`config.mk`:
```
export PLATFORM = sky130hd
export DESIGN_NAME = mc_main_ctrl
export DESIGN_NICKNAME = d
export VERILOG_FILES = /design/src/rtl/mc_ctrl_pkg.sv /design/src/rtl/mc_ctrl_outdec.sv /design/src/rtl/mc_main_ctrl.sv
export SDC_FILE = /design/constraint.sdc
export NUM_CORES = 1
export LEC_CHECK = 0
export BUFFER_PORTS_ARGS = -buffer_cell sky130_fd_sc_hd__buf_2
export CORE_MARGIN = 2
export CORE_UTILIZATION = 50
export DETAILED_ROUTE_END_ITERATION = 10
export PLACE_DENSITY = 0.81
export SLEW_MARGIN = 15
export SYNTH_ARGS = -nofsm -noshare
export SYNTH_HDL_FRONTEND = slang
export SYNTH_HIERARCHICAL = 1
export SYNTH_SLANG_ARGS = --single-unit
```
`constraint.sdc`:
```
create_clock -name i_clk -period 3.6 [get_ports i_clk]
set_clock_uncertainty 0.05 [all_clocks]
set_input_delay 0.18 -clock i_clk [delete_from_list [all_inputs] [get_ports i_clk]]
set_output_delay 0.18 -clock i_clk [all_outputs]
set_load 0.02 [all_outputs]
```
`src/rtl/mc_ctrl_pkg.sv`:
```
// Shared encodings for the multicycle main control unit:
// opcodes, state codes, ALU-op / PC-source selects and the control word.
package mc_ctrl_pkg;

    localparam logic [5:0] OP_RTYPE = 6'b000000;
    localparam logic [5:0] OP_J     = 6'b000010;
    localparam logic [5:0] OP_BEQ   = 6'b000100;
    localparam logic [5:0] OP_BNE   = 6'b000101;
    localparam logic [5:0] OP_ADDI  = 6'b001000;
    localparam logic [5:0] OP_ORI   = 6'b001101;
    localparam logic [5:0] OP_LW    = 6'b100011;
    localparam logic [5:0] OP_SW    = 6'b101011;

    typedef logic [3:0] state_t;

    localparam state_t S_FETCH  = 4'd0;
    localparam state_t S_DECODE = 4'd1;
    localparam state_t S_MEMADR = 4'd2;
    localparam state_t S_MEMRD  = 4'd3;
    localparam state_t S_MEMWB  = 4'd4;
    localparam state_t S_MEMWR  = 4'd5;
    localparam state_t S_EXEC   = 4'd6;
    localparam state_t S_ALUWB  = 4'd7;
    localparam state_t S_ADDIEX = 4'd8;
    localparam state_t S_ORIEX  = 4'd9;
    localparam state_t S_IMMWB  = 4'd10;
    localparam state_t S_BEQ    = 4'd11;
    localparam state_t S_BNE    = 4'd12;
    localparam state_t S_JUMP   = 4'd13;

    localparam logic [1:0] ALUOP_ADD   = 2'b00;
    localparam logic [1:0] ALUOP_SUB   = 2'b01;
    localparam logic [1:0] ALUOP_FUNCT = 2'b10;
    localparam logic [1:0] ALUOP_OR    = 2'b11;

    localparam logic [1:0] PCSRC_ALU    = 2'b00;
    localparam logic [1:0] PCSRC_ALUOUT = 2'b01;
    localparam logic [1:0] PCSRC_JUMP   = 2'b10;

    localparam logic [1:0] SRCB_B     = 2'b00;
    localparam logic [1:0] SRCB_FOUR  = 2'b01;
    localparam logic [1:0] SRCB_IMM   = 2'b10;
    localparam logic [1:0] SRCB_IMMSH = 2'b11;

    typedef struct packed {
        logic       iord;
        logic       irwrite;
        logic       pcwrite;
        logic       branch;
        logic       branch_ne;
        logic       alusrca;
        logic [1:0] alusrcb;
        logic       zeroext;
        logic       regdst;
        logic       memtoreg;
        logic       regwrite;
        logic       memwrite;
        logic [1:0] pcsrc;
        logic [1:0] aluop;
        logic       retire;
    } ctrl_t;

    function automatic logic is_ext_op(input logic [5:0] op);
        return (op == OP_BNE) || (op == OP_ORI);
    endfunction

endpackage

```
`src/rtl/mc_ctrl_outdec.sv`:
```
// Combinational state-to-control-word decode (ungated Moore outputs).
// Unused state codes decode to an all-zero word.
module mc_ctrl_outdec
    import mc_ctrl_pkg::*;
(
    input  state_t i_state,
    output ctrl_t  o_ctrl
);

    always_comb begin
        o_ctrl = '0;
        case (i_state)
            S_FETCH: begin
                o_ctrl.irwrite = 1'b1;
                o_ctrl.pcwrite = 1'b1;
                o_ctrl.alusrcb = SRCB_FOUR;
            end
            S_DECODE: begin
                o_ctrl.alusrcb = SRCB_IMMSH;
            end
            S_MEMADR: begin
                o_ctrl.alusrca = 1'b1;
                o_ctrl.alusrcb = SRCB_IMM;
            end
            S_MEMRD: begin
                o_ctrl.iord = 1'b1;
            end
            S_MEMWB: begin
                o_ctrl.regwrite = 1'b1;
                o_ctrl.memtoreg = 1'b1;
                o_ctrl.retire   = 1'b1;
            end
            // retire here is qualified by ready in the top level
            S_MEMWR: begin
                o_ctrl.iord     = 1'b1;
                o_ctrl.memwrite = 1'b1;
                o_ctrl.retire   = 1'b1;
            end
            S_EXEC: begin
                o_ctrl.alusrca = 1'b1;
                o_ctrl.aluop   = ALUOP_FUNCT;
            end
            S_ALUWB: begin
                o_ctrl.regwrite = 1'b1;
                o_ctrl.regdst   = 1'b1;
                o_ctrl.retire   = 1'b1;
            end
            S_ADDIEX: begin
                o_ctrl.alusrca = 1'b1;
                o_ctrl.alusrcb = SRCB_IMM;
                o_ctrl.aluop   = ALUOP_ADD;
            end
            S_ORIEX: begin
                o_ctrl.alusrca = 1'b1;
                o_ctrl.alusrcb = SRCB_IMM;
                o_ctrl.zeroext = 1'b1;
                o_ctrl.aluop   = ALUOP_OR;
            end
            S_IMMWB: begin
                o_ctrl.regwrite = 1'b1;
                o_ctrl.retire   = 1'b1;
            end
            S_BEQ: begin
                o_ctrl.alusrca = 1'b1;
                o_ctrl.aluop   = ALUOP_SUB;
                o_ctrl.branch  = 1'b1;
                o_ctrl.pcsrc   = PCSRC_ALUOUT;
                o_ctrl.retire  = 1'b1;
            end
            S_BNE: begin
                o_ctrl.alusrca   = 1'b1;
                o_ctrl.aluop     = ALUOP_SUB;
                o_ctrl.branch_ne = 1'b1;
                o_ctrl.pcsrc     = PCSRC_ALUOUT;
                o_ctrl.retire    = 1'b1;
            end
            S_JUMP: begin
                o_ctrl.pcwrite = 1'b1;
                o_ctrl.pcsrc   = PCSRC_JUMP;
                o_ctrl.retire  = 1'b1;
            end
            default: o_ctrl = '0;
        endcase
    end

endmodule

```
`src/rtl/mc_main_ctrl.sv`:
```
// Multicycle MIPS-subset main control: state register, next-state
// logic, memory-ready gating, illegal-opcode and retire pulses.
module mc_main_ctrl
    import mc_ctrl_pkg::*;
#(
    parameter int P_MEM_HS = 1,
    parameter int P_EN_EXT = 1
) (
    input  logic       i_clk,
    input  logic       i_rst,
    input  logic [5:0] i_op,
    input  logic       i_mem_ready,
    output logic       o_iord,
    output logic       o_irwrite,
    output logic       o_pcwrite,
    output logic       o_branch,
    output logic       o_branch_ne,
    output logic       o_alusrca,
    output logic [1:0] o_alusrcb,
    output logic       o_zeroext,
    output logic       o_regdst,
    output logic       o_memtoreg,
    output logic       o_regwrite,
    output logic       o_memwrite,
    output logic [1:0] o_pcsrc,
    output logic [1:0] o_aluop,
    output logic       o_illegal,
    output logic       o_retire
);

    localparam logic L_EXT = (P_EN_EXT != 0);

    state_t r_state;
    state_t w_next;
    ctrl_t  w_ctrl;
    logic   w_ready;
    logic   w_illegal;
    logic   w_fetch_gate;
    logic   w_wr_gate;

    assign w_ready = (P_MEM_HS == 0) ? 1'b1 : i_mem_ready;

    always_comb begin
        w_next    = S_FETCH;
        w_illegal = 1'b0;
        case (r_state)
            S_FETCH:  w_next = w_ready ? S_DECODE : S_FETCH;
            S_DECODE: begin
                case (i_op)
                    OP_LW,
                    OP_SW:    w_next = S_MEMADR;
                    OP_RTYPE: w_next = S_EXEC;
                    OP_BEQ:   w_next = S_BEQ;
                    OP_BNE:   w_next = L_EXT ? S_BNE : S_FETCH;
                    OP_ADDI:  w_next = S_ADDIEX;
                    OP_ORI:   w_next = L_EXT ? S_ORIEX : S_FETCH;
                    OP_J:     w_next = S_JUMP;
                    default:  w_next = S_FETCH;
                endcase
                w_illegal = (w_next == S_FETCH);
            end
            S_MEMADR: w_next = (i_op == OP_SW) ? S_MEMWR : S_MEMRD;
            S_MEMRD:  w_next = w_ready ? S_MEMWB : S_MEMRD;
            S_MEMWR:  w_next = w_ready ? S_FETCH : S_MEMWR;
            S_EXEC:   w_next = S_ALUWB;
            S_ADDIEX,
            S_ORIEX:  w_next = S_IMMWB;
            default:  w_next = S_FETCH;
        endcase
    end

    always_ff @(posedge i_clk) begin
        if (i_rst) begin
            r_state <= S_FETCH;
        end else begin
            r_state <= w_next;
        end
    end

    mc_ctrl_outdec u_outdec (
        .i_state (r_state),
        .o_ctrl  (w_ctrl)
    );

    // JUMP also raises pcwrite, so gating applies only in FETCH
    assign w_fetch_gate = (r_state != S_FETCH) || w_ready;
    assign w_wr_gate    = (r_state != S_MEMWR) || w_ready;

    assign o_iord      = w_ctrl.iord;
    assign o_irwrite   = w_ctrl.irwrite & w_fetch_gate;
    assign o_pcwrite   = w_ctrl.pcwrite & w_fetch_gate;
    assign o_branch    = w_ctrl.branch;
    assign o_branch_ne = w_ctrl.branch_ne;
    assign o_alusrca   = w_ctrl.alusrca;
    assign o_alusrcb   = w_ctrl.alusrcb;
    assign o_zeroext   = w_ctrl.zeroext;
    assign o_regdst    = w_ctrl.regdst;
    assign o_memtoreg  = w_ctrl.memtoreg;
    assign o_regwrite  = w_ctrl.regwrite;
    assign o_memwrite  = w_ctrl.memwrite;
    assign o_pcsrc     = w_ctrl.pcsrc;
    assign o_aluop     = w_ctrl.aluop;
    assign o_illegal   = w_illegal;
    assign o_retire    = w_ctrl.retire & w_wr_gate;

endmodule

```
==> results.yml, run 1 <==
status:
  status: "finished clean"
clock_tree:
  clk_pin_slew_ns: 0.04
  clock_latency_ns: 0.23
  numCtsBuffers: 3
  ctsRootBufferMaster: "clkbuf_4"
  cts_resized: 0
  cts_hold_buffers: 0
  cts_tree: "yes"
  clock_path_buffers: 2
  clock-sinks: 4
  ctsHtreeMaxLevel: 1
  cts_setup_buffers: 0
finish:
  fillerInstances: 137
  reg.largest.list: "r_state x4"
  largest_register: "r_state"
  diodes: 0
  fin_nets: 139
  area_growth_pct: 16.0
  multi_input_area_um2: 581
  final_cells: 143
  drive_gt1_share_pct: 27.3
  ff_latch_area_um2: 80.1
  largest_register_ffs: 4
sta:
  hold_viol_final: 0
  fin_crit_ns: 2.11
  setup_slack_ns: 1.49
  rsz0062_at_grt: "no"
  setup_violations: 0
  tightest_slew_ns: 0.873
  holdWs_ns: 0.233
  relSlewSlack_pct: 41.7
  max_freq_mhz: 474
  slew_violations: 0
  fin_setup_tns_ns: 0
  post-route-period-util_pct: 58.6
drt:
  drt_iter0_drc: 25
  drc: 0
  routedWlPerCell_um: 11.8
  post_drt_via_cell_ratio: 5.87
  firstDrtPassIters: 4
  final_antenna_net_count: 0
  wl_mm: 1.68
  vias: 839
place:
  pre_cts_slack_ns: 1.66
  dpl.hpwl_mm: 1.23
  place_inst: 140
  place_congestion: 0.851
  numPortBuffers: 27
floorplan:
  io_pins: 28
  die_w_um: 42.6
  die_h_um: 42.6
  num_rows: 13
  coreArea_um2: 1350
  die-area_um2: 1810
  start_util_pct: 55.1
global_routing:
  grt_pass1_wl_mm: 2.86
  grt_max_degree: 26
  grt_pass1_vias: 663
  track_usage_pct: 19.2
  antenna_found_initial: 0
  overflow: 0
worst_setup_path:
  crit_type: "flip-flop to primary output"
  r2r_start: "r_state[0]$_SDFF_PP0_"
  reg2reg_depth: 4
  end_kind: "primary output"
  r2r_end: "r_state[0]$_SDFF_PP0_"
  cp_max_fo: 24
  r2r_setup_slack_ns: 1.66
  cp-start-kind: "flip-flop"
  worst_setup_path_endpoint: "o_retire"
  crit_start: "r_state[0]$_SDFF_PP0_"
  arrival_ns: 1.88
  critPathRequiredTime_ns: 3.37
logic_synthesis:
  yosysSeqAreaShare_pct: 10.8
  synthFlopType: "dfxtp_1"
  synth-edff-count: 0
  synth-seq-cells: 4
  yosysWarningCount: 6
  synthCells: 107
  synth_area_per_cell_um2: 6.96
  async_flop_share_pct: 0
  synth_top_area_share_pct: 10.8
  synth_top_cell_by_area: "dfxtp_1"
  yosys-top-cells-area: "dfxtp_1 (11%), nand2b_1 (7.6%), nor2_1 (6.6%)"
  synthTopCellsByCount: "nor2_1 (13), nand2b_1 (9), nor3_1 (9), a21oi_1 (6), inv_1 (6)"
  syn-cell-area_um2: 744
  syn_nets: 116
  yosysMostFrequentCell: "nor2_1"
  synthDistinctLibCells: 49
worst_hold_path:
  min_path_type: "primary input to flip-flop"
flow_run:
  cap_viol_max_count: 0
power:
  power_leakage_uw: 0.000345
  power_density_nw_per_um2: 537
  max-vdd-ir-drop_mv: 0.411
-- placed cells by master (no fill, tap or decap), drive strengths merged, types with 2 or more instances in the layout --
| cell | n |
|---|---|
| o22ai | 2 |
| o21a | 2 |
| inv | 7 |
| nor4b | 2 |
| nor2b | 3 |
| a22oi | 2 |
| xnor2 | 2 |
| xor2 | 2 |
| nand2b | 9 |
| a21oi | 7 |
| nor3 | 9 |
| clkbuf | 3 |
| nand2 | 3 |
| dfxtp | 4 |
| buf | 27 |
| nor2 | 13 |
| o21ai | 3 |
| a21boi | 3 |
-- routing by layer --
metal	share of wire (%)	up-vias	global-route usage, %
met5	0	-	0
met4	0	0	5.63
met3	4.8	0	0
met2	48	26	31.1
met1	47	370	27.6
li1	-	443	-
-- worst max-delay path, cell delays in order, from the launching register on --
cell and delay [ns]:
dfxtp_1 0.78, inv_1 0.23, nor3_1 0.33, a21boi_0 0.13, buf_2 0.17
-- kinds of logic (layout without fill, tap and decap cells) --
kind of cell | count (synthesis) | in the layout | synth area share, %
mux | 2 | 2 | 2.86
xor+xnor | 4 | 4 | 4.71
simple gates | 49 | 49 | 36.5
buf+inv | 16 | 37 | 11.3
fa+ha+maj | 1 | 1 | 1.34
flops | 4 | 4 | 10.8
compound gates | 31 | 31 | 32.6
-- cell type report --
| cell class | instances | share of cell area (%) |
|---|---|---|
| multi-input combinational | 87 | 67.2 |
| timing repair buffer | 27 | 15.7 |
| sequential | 4 | 9.28 |
| inverter | 7 | 3.04 |
| clock buffer | 3 | 2.61 |
| tap | 15 | 2.17 |
-- where the power goes --
part / internal, uW / switching [uW]
logic: 122 / 161
registers: 55.8 / 69.0
clock network: 37.2 / 17.4
-- per-stage QoR --
step           power (uW)  cell area (um^2)  utilization (%)
5_1_grt               508               863             63.9
2_1_floorplan         343               744                -
4_1_cts               467               863             63.9
3_5_place_dp          408               841             62.3
3_3_place_gp          399               841             62.3
6_report              463               863             63.9
-- how the worst min path moves through the flow --
stage,end,depth (start not counted),slack (ns),from
finish,r_state[2]$_SDFF_PP0_,2,0.23,i_op[3]
global route,r_state[2]$_SDFF_PP0_,2,0.24,i_op[3]
CTS,r_state[2]$_SDFF_PP0_,2,0.23,i_op[3]
detailed placement,r_state[2]$_SDFF_PP0_,2,0.47,i_op[3]
global placement,r_state[2]$_SDFF_PP0_,2,0.44,i_op[3]
floorplan,r_state[2]$_SDFF_PP0_,3,0.34,i_rst
(Power assumes the default switching activity.)
==> run 2, diff against run 1 <==
Settings changed: CORE_UTILIZATION 50 to 43, PLACE_DENSITY 0.81 to 0.74.
Clock period 3.6 ns to 1.85 ns, I/O delays scaled along.
==> run 2 against run 1 <==
Compared with the run above:
- cell count rose by 4.2%
- register-to-register slack got worse by 1.4 ns
- sequential power rose by 18%
- final area rose by 3.8%
- worst hold slack got worse by 0.10 ns
- via count rose by 2.7%
- flip-flop and latch count did not move
- total power rose by 100%
- largest power group unchanged
==> results.yml, run 2 (synthesis gave the netlist of run 1 again) <==
status:
  status: "finished clean"
drt:
  drt_iter0_drc: 17
  drc: 0
  post_drt_via_cell_ratio: 5.79
  routedWlPerCell_um: 12.3
  vias: 862
  firstDrtPassIters: 4
  wl_mm: 1.83
  final_antenna_net_count: 0
place:
  dpl.hpwl_mm: 1.36
  numPortBuffers: 27
  place_congestion: 0.836
global_routing:
  overflow: 0
  grt_pass1_vias: 692
  track_usage_pct: 19.2
  antenna_found_initial: 0
  grt_pass1_wl_mm: 3.00
  grt_max_degree: 23
worst_setup_path:
  cp-start-kind: "flip-flop"
  arrival_ns: 1.61
  cp_slowest_stage_delay_ns: 0.64
  cp_max_fo: 18
  r2r_setup_slack_ns: 0.24
  crit_start: "r_state[2]$_SDFF_PP0_"
  r2r_end: "r_state[0]$_SDFF_PP0_"
  r2r_start: "r_state[2]$_SDFF_PP0_"
  crit_type: "flip-flop to primary output"
  end_kind: "primary output"
  slowest_stage: "dfxtp_1"
  path_buf_inv: 1
  worst_setup_path_endpoint: "o_pcsrc[0]"
  cp.depth: 3
  reg2reg_depth: 4
  cp_cell_sequence: "or3b_1, a21boi_1, buf_2"
  critPathRequiredTime_ns: 1.71
  critPathTopFamily: "flip-flops"
sta:
  relSlewSlack_pct: 65.0
  rsz0062_at_grt: "no"
  slew_violations: 0
  post-route-period-util_pct: 94.5
  max_freq_mhz: 572
  fin_crit_ns: 1.75
  hold_viol_final: 0
  holdWs_ns: 0.133
  tightest_slew_ns: 0.524
  setup_violations: 0
  fin_setup_tns_ns: 0
clock_tree:
  cts_hold_buffers: 0
  cts_tree: "yes"
  numCtsBuffers: 3
  ctsRootBufferMaster: "clkbuf_4"
  clk_pin_slew_ns: 0.04
  ctsHtreeMaxLevel: 1
  clock_path_buffers: 2
  clock-sinks: 4
  cts_resized: 0
  clock_latency_ns: 0.24
  cts_setup_buffers: 0
finish:
  reg.largest.list: "r_state x4"
  drive_gt1_share_pct: 29.5
  largest_register_ffs: 4
  diodes: 0
  final_common_cell: "buf_2"
  area_growth_pct: 20.3
  fin_nets: 143
  final_cell_mix: "buf_2 (27), nor2_1 (13), nand2b_1 (9), nor3_1 (9)"
  largest_register: "r_state"
floorplan:
  die-area_um2: 2080
  die_h_um: 45.6
  start_util_pct: 44.6
  die_w_um: 45.6
  coreArea_um2: 1670
  num_rows: 15
  io_pins: 28
worst_hold_path:
  min_path_type: "primary input to flip-flop"
flow_run:
  cap_viol_max_count: 0
power:
  power_density_nw_per_um2: 1050
  p_total_uw: 941
  power_leakage_uw: 0.000367
  max-vdd-ir-drop_mv: 0.776
## run 2: cell count changes in the layout (fill, tap and decap cells not counted)
| cell | previous run | this run |
|---|---|---|
| buf_4 | 0 | 4 |
## run 2: how the worst min path moves through the flow
| stage | startpoint | slack [ns] | depth (start not counted) | to |
|---|---|---|---|---|
| 5_1_grt | i_op[3] | 0.15 | 2 | r_state[2]$_SDFF_PP0_ |
| 6_report | i_op[3] | 0.13 | 2 | r_state[2]$_SDFF_PP0_ |
| 2_1_floorplan | i_rst | 0.25 | 3 | r_state[2]$_SDFF_PP0_ |
| 3_5_place_dp | i_op[3] | 0.37 | 2 | r_state[2]$_SDFF_PP0_ |
| 3_3_place_gp | i_op[3] | 0.37 | 2 | r_state[2]$_SDFF_PP0_ |
| 4_1_cts | i_op[3] | 0.13 | 2 | r_state[2]$_SDFF_PP0_ |
## run 2: per-stage QoR
step / utilization (%) / cells / cell area [um^2] / worst slack (ns)
floorplan: - / 107 / 744 / 0.146
global placement: 52.3 / 146 / 873 / 0.318
detailed placement: 52.3 / 146 / 873 / 0.270
CTS: 53.6 / 149 / 896 / 0.111
global route: 53.6 / 149 / 896 / 0.00532
finish: 53.6 / 149 / 896 / 0.102
## run 2: worst register-to-register path, cell delays in order, from the launching register on
cell	delay, ns
dfxtp_1	0.46
nor4b_1	0.40
o2111ai_1	0.23
or2_1	0.28
a21oi_1	0.13
## run 2: cell type report
type,count,area (um^2)
Sequential cell,4,80.1
Fill cell,162,774
Inverter,7,26.3
Timing Repair Buffer,31,165
Multi-Input combinational cell,87,581
Clock buffer,3,22.5
Tap cell,17,21.3
## run 2: layer usage
| metal | GRT usage, % | share of wire (%) | vias up | wire, um |
|---|---|---|---|---|
| met5 | 0 | 0 | - | 0 |
| met4 | 7.65 | 1.3 | 0 | 23 |
| met3 | 6.75 | 7.4 | 4 | 136 |
| met2 | 27.0 | 44 | 35 | 806 |
| met1 | 26.4 | 47 | 376 | 867 |
| li1 | - | - | 447 | - |
## run 2: power by group
part	total [uW]	internal (uW)	switching (uW)
clock	109	72.5	36.1
combinational	684	263	421
sequential	148	109	39.1
==> run 3, diff against run 2 <==
Settings changed: CORE_UTILIZATION 43 to 48, PLACE_DENSITY 0.74 to 0.78.
Clock period 1.85 ns to 1.8 ns, I/O delays scaled along.
==> run 3 against run 2 <==
Compared with the run above:
- routed wire length increased by 2.6%
- sequential power increased by 18%
- final area increased by 5.0%
- flip-flop and latch count unchanged
- worst hold slack got worse by 0.034 ns
- total power increased by 9.2%
- die area decreased by 9.5%
- setup slack got worse by 0.0089 ns
- register-to-register slack improved by 0.10 ns
- cell count increased by 2.0%
==> results.yml, run 3 (synthesis gave the netlist of run 1 again) <==
flow_run:
  cap_viol_max_count: 0
global_routing:
  use_met2_pct: 34.9
  antenna_found_initial: 0
  met1_usage_pct: 29.2
  grt_pass1_wl_mm: 3.22
  overflow: 0
  grt_pass1_vias: 744
  grt_max_degree: 21
  globalRoute.busiestLayer: "met2"
  track_usage_pct: 22.2
  met3_usage_pct: 5.42
finish:
  final_cell_mix: "buf_2 (27), nor2_1 (13), nand2b_1 (9), nor3_1 (9), buf_4 (8)"
  largest_register_ffs: 4
  final_common_cell: "buf_2"
  fin_nets: 147
  area_growth_pct: 26.4
  diodes: 0
  fin_util_pct: 63.9
  reg.largest.list: "r_state x4"
  drive_gt1_share_pct: 35.3
  final_cells: 152
  largest_register: "r_state"
worst_setup_path:
  r2r_start: "r_state[2]$_SDFF_PP0_"
  reg2reg_depth: 4
  critPathRequiredTime_ns: 1.66
  cp_max_fo: 14
  cp_slowest_stage_delay_ns: 0.43
  path_buf_inv: 2
  end_kind: "primary output"
  r2r_end: "r_state[0]$_SDFF_PP0_"
  critPathTopFamily: "compound AO/OA/AOI/OAI gates"
  arrival_ns: 1.57
  crit_type: "flip-flop to primary output"
  cp-start-kind: "flip-flop"
  cp_cell_sequence: "buf_4, a21oi_1, a31oi_1, a21boi_0, buf_2"
  r2r_setup_slack_ns: 0.34
  slowest_stage: "dfxtp_2"
sta:
  post-route-period-util_pct: 94.8
  relSlewSlack_pct: 77.5
  fin_setup_tns_ns: 0
  hold_viol_final: 0
  slew_violations: 0
  fin_crit_ns: 1.71
  setup_violations: 0
  rsz0062_at_grt: "no"
  setup_slack_ns: 0.0935
  tightest_slew_ns: 0.338
  max_freq_mhz: 586
power:
  switching_share_pct: 51.3
  p_clk_share_pct: 11.6
  combPwrFrac_pct: 71.5
  p_total_uw: 1030
  sequentialPowerShare_pct: 17.0
  switchingPower_uw: 527
  power.internal_uw: 500
  max-vdd-ir-drop_mv: 0.560
  power_leakage_uw: 0.000394
  power_density_nw_per_um2: 1090
clock_tree:
  cts_tree: "yes"
  numCtsBuffers: 3
  ctsHtreeMaxLevel: 1
  ctsRootBufferMaster: "clkbuf_4"
  clock_path_buffers: 2
  clk_pin_slew_ns: 0.04
  clock-sinks: 4
  clock_latency_ns: 0.25
  cts_setup_buffers: 0
worst_hold_path:
  hold_end: "r_state[2]$_SDFF_PP0_"
  whs_path_depth: 2
  min_path_type: "primary input to flip-flop"
  hp-start: "i_op[3]"
floorplan:
  start_util_pct: 50.6
  die_w_um: 43.4
  coreArea_um2: 1470
  num_rows: 14
  die-area_um2: 1880
  die_h_um: 43.4
  io_pins: 28
drt:
  vias: 883
  routedWlPerCell_um: 12.4
  post_drt_via_cell_ratio: 5.81
  final_antenna_net_count: 0
  wl_mm: 1.88
  drt_iter0_drc: 18
  drc: 0
  firstDrtPassIters: 4
place:
  pre_cts_slack_ns: 0.127
  numPortBuffers: 27
  place_inst: 149
  dpl.hpwl_mm: 1.44
  place_congestion: 0.902
status:
  status: "finished clean"
run 3: cell count changes in the layout (fill, tap and decap cells not counted):
cell     previous run  this run
dfxtp_1             4         1
buf_4               4         8
nor4b_2             0         2
nor4b_1             2         0
dfxtp_2             0         3
run 3: per-layer routing:
metal  vias to the layer above  wire, um
li1                        454         -
met1                       397       838
met2                        28       894
met3                         4       115
met4                         0        31
met5                         -         0
run 3: layout make-up:
type,count,area (um^2)
multi-input combinational,87,593
fill,136,531
timing repair buffer,35,195
sequential,4,83.8
inverter,7,26.3
clock buffer,3,22.5
tap,16,20.0
run 3: metrics by stage:
step	hold WS, ns	area (um^2)
final	0.0993	941
after global routing	0.0997	941
after CTS	0.0871	926
after detailed placement	0.361	902
after global placement	0.350	902
after floorplan	0.249	744
run 3: repair_timing:
item	4_1_cts	5_1_grt
setup endpoints to repair	1	4
gates resized for setup	1	4
endpoints found under the hold margin	0	0
hold buffers	0	0
run 3: worst register-to-register path, cell delays in order (launching register included):
cell and delay [ns]:
dfxtp_2 0.41, nor4b_2 0.30, o2111ai_1 0.21, or2_1 0.27, a21oi_1 0.14
run 3: worst max path at each step:
stage | start | end | slack (ns) | cells after the start
4_1_cts | r_state[1]$_SDFF_PP0_ | o_retire | 0.04 | 5
3_3_place_gp | r_state[2]$_SDFF_PP0_ | r_state[0]$_SDFF_PP0_ | 0.24 | 4
6_report | r_state[1]$_SDFF_PP0_ | o_retire | 0.09 | 5
2_1_floorplan | r_state[1]$_SDFF_PP0_ | o_retire | 0.1 | 5
3_5_place_dp | r_state[2]$_SDFF_PP0_ | r_state[0]$_SDFF_PP0_ | 0.13 | 4
5_1_grt | r_state[3]$_SDFF_PP0_ | o_pcwrite | 0.02 | 5
run 3: power groups by stage:
stage                     Clock, uW  Combinational [uW]  Sequential (uW)
after floorplan                   0                 524              162
after global placement            0                 706              164
after detailed placement          0                 722              168
after CTS                       124                 723              166
after global routing            130                 808              180
final                           119                 734              174
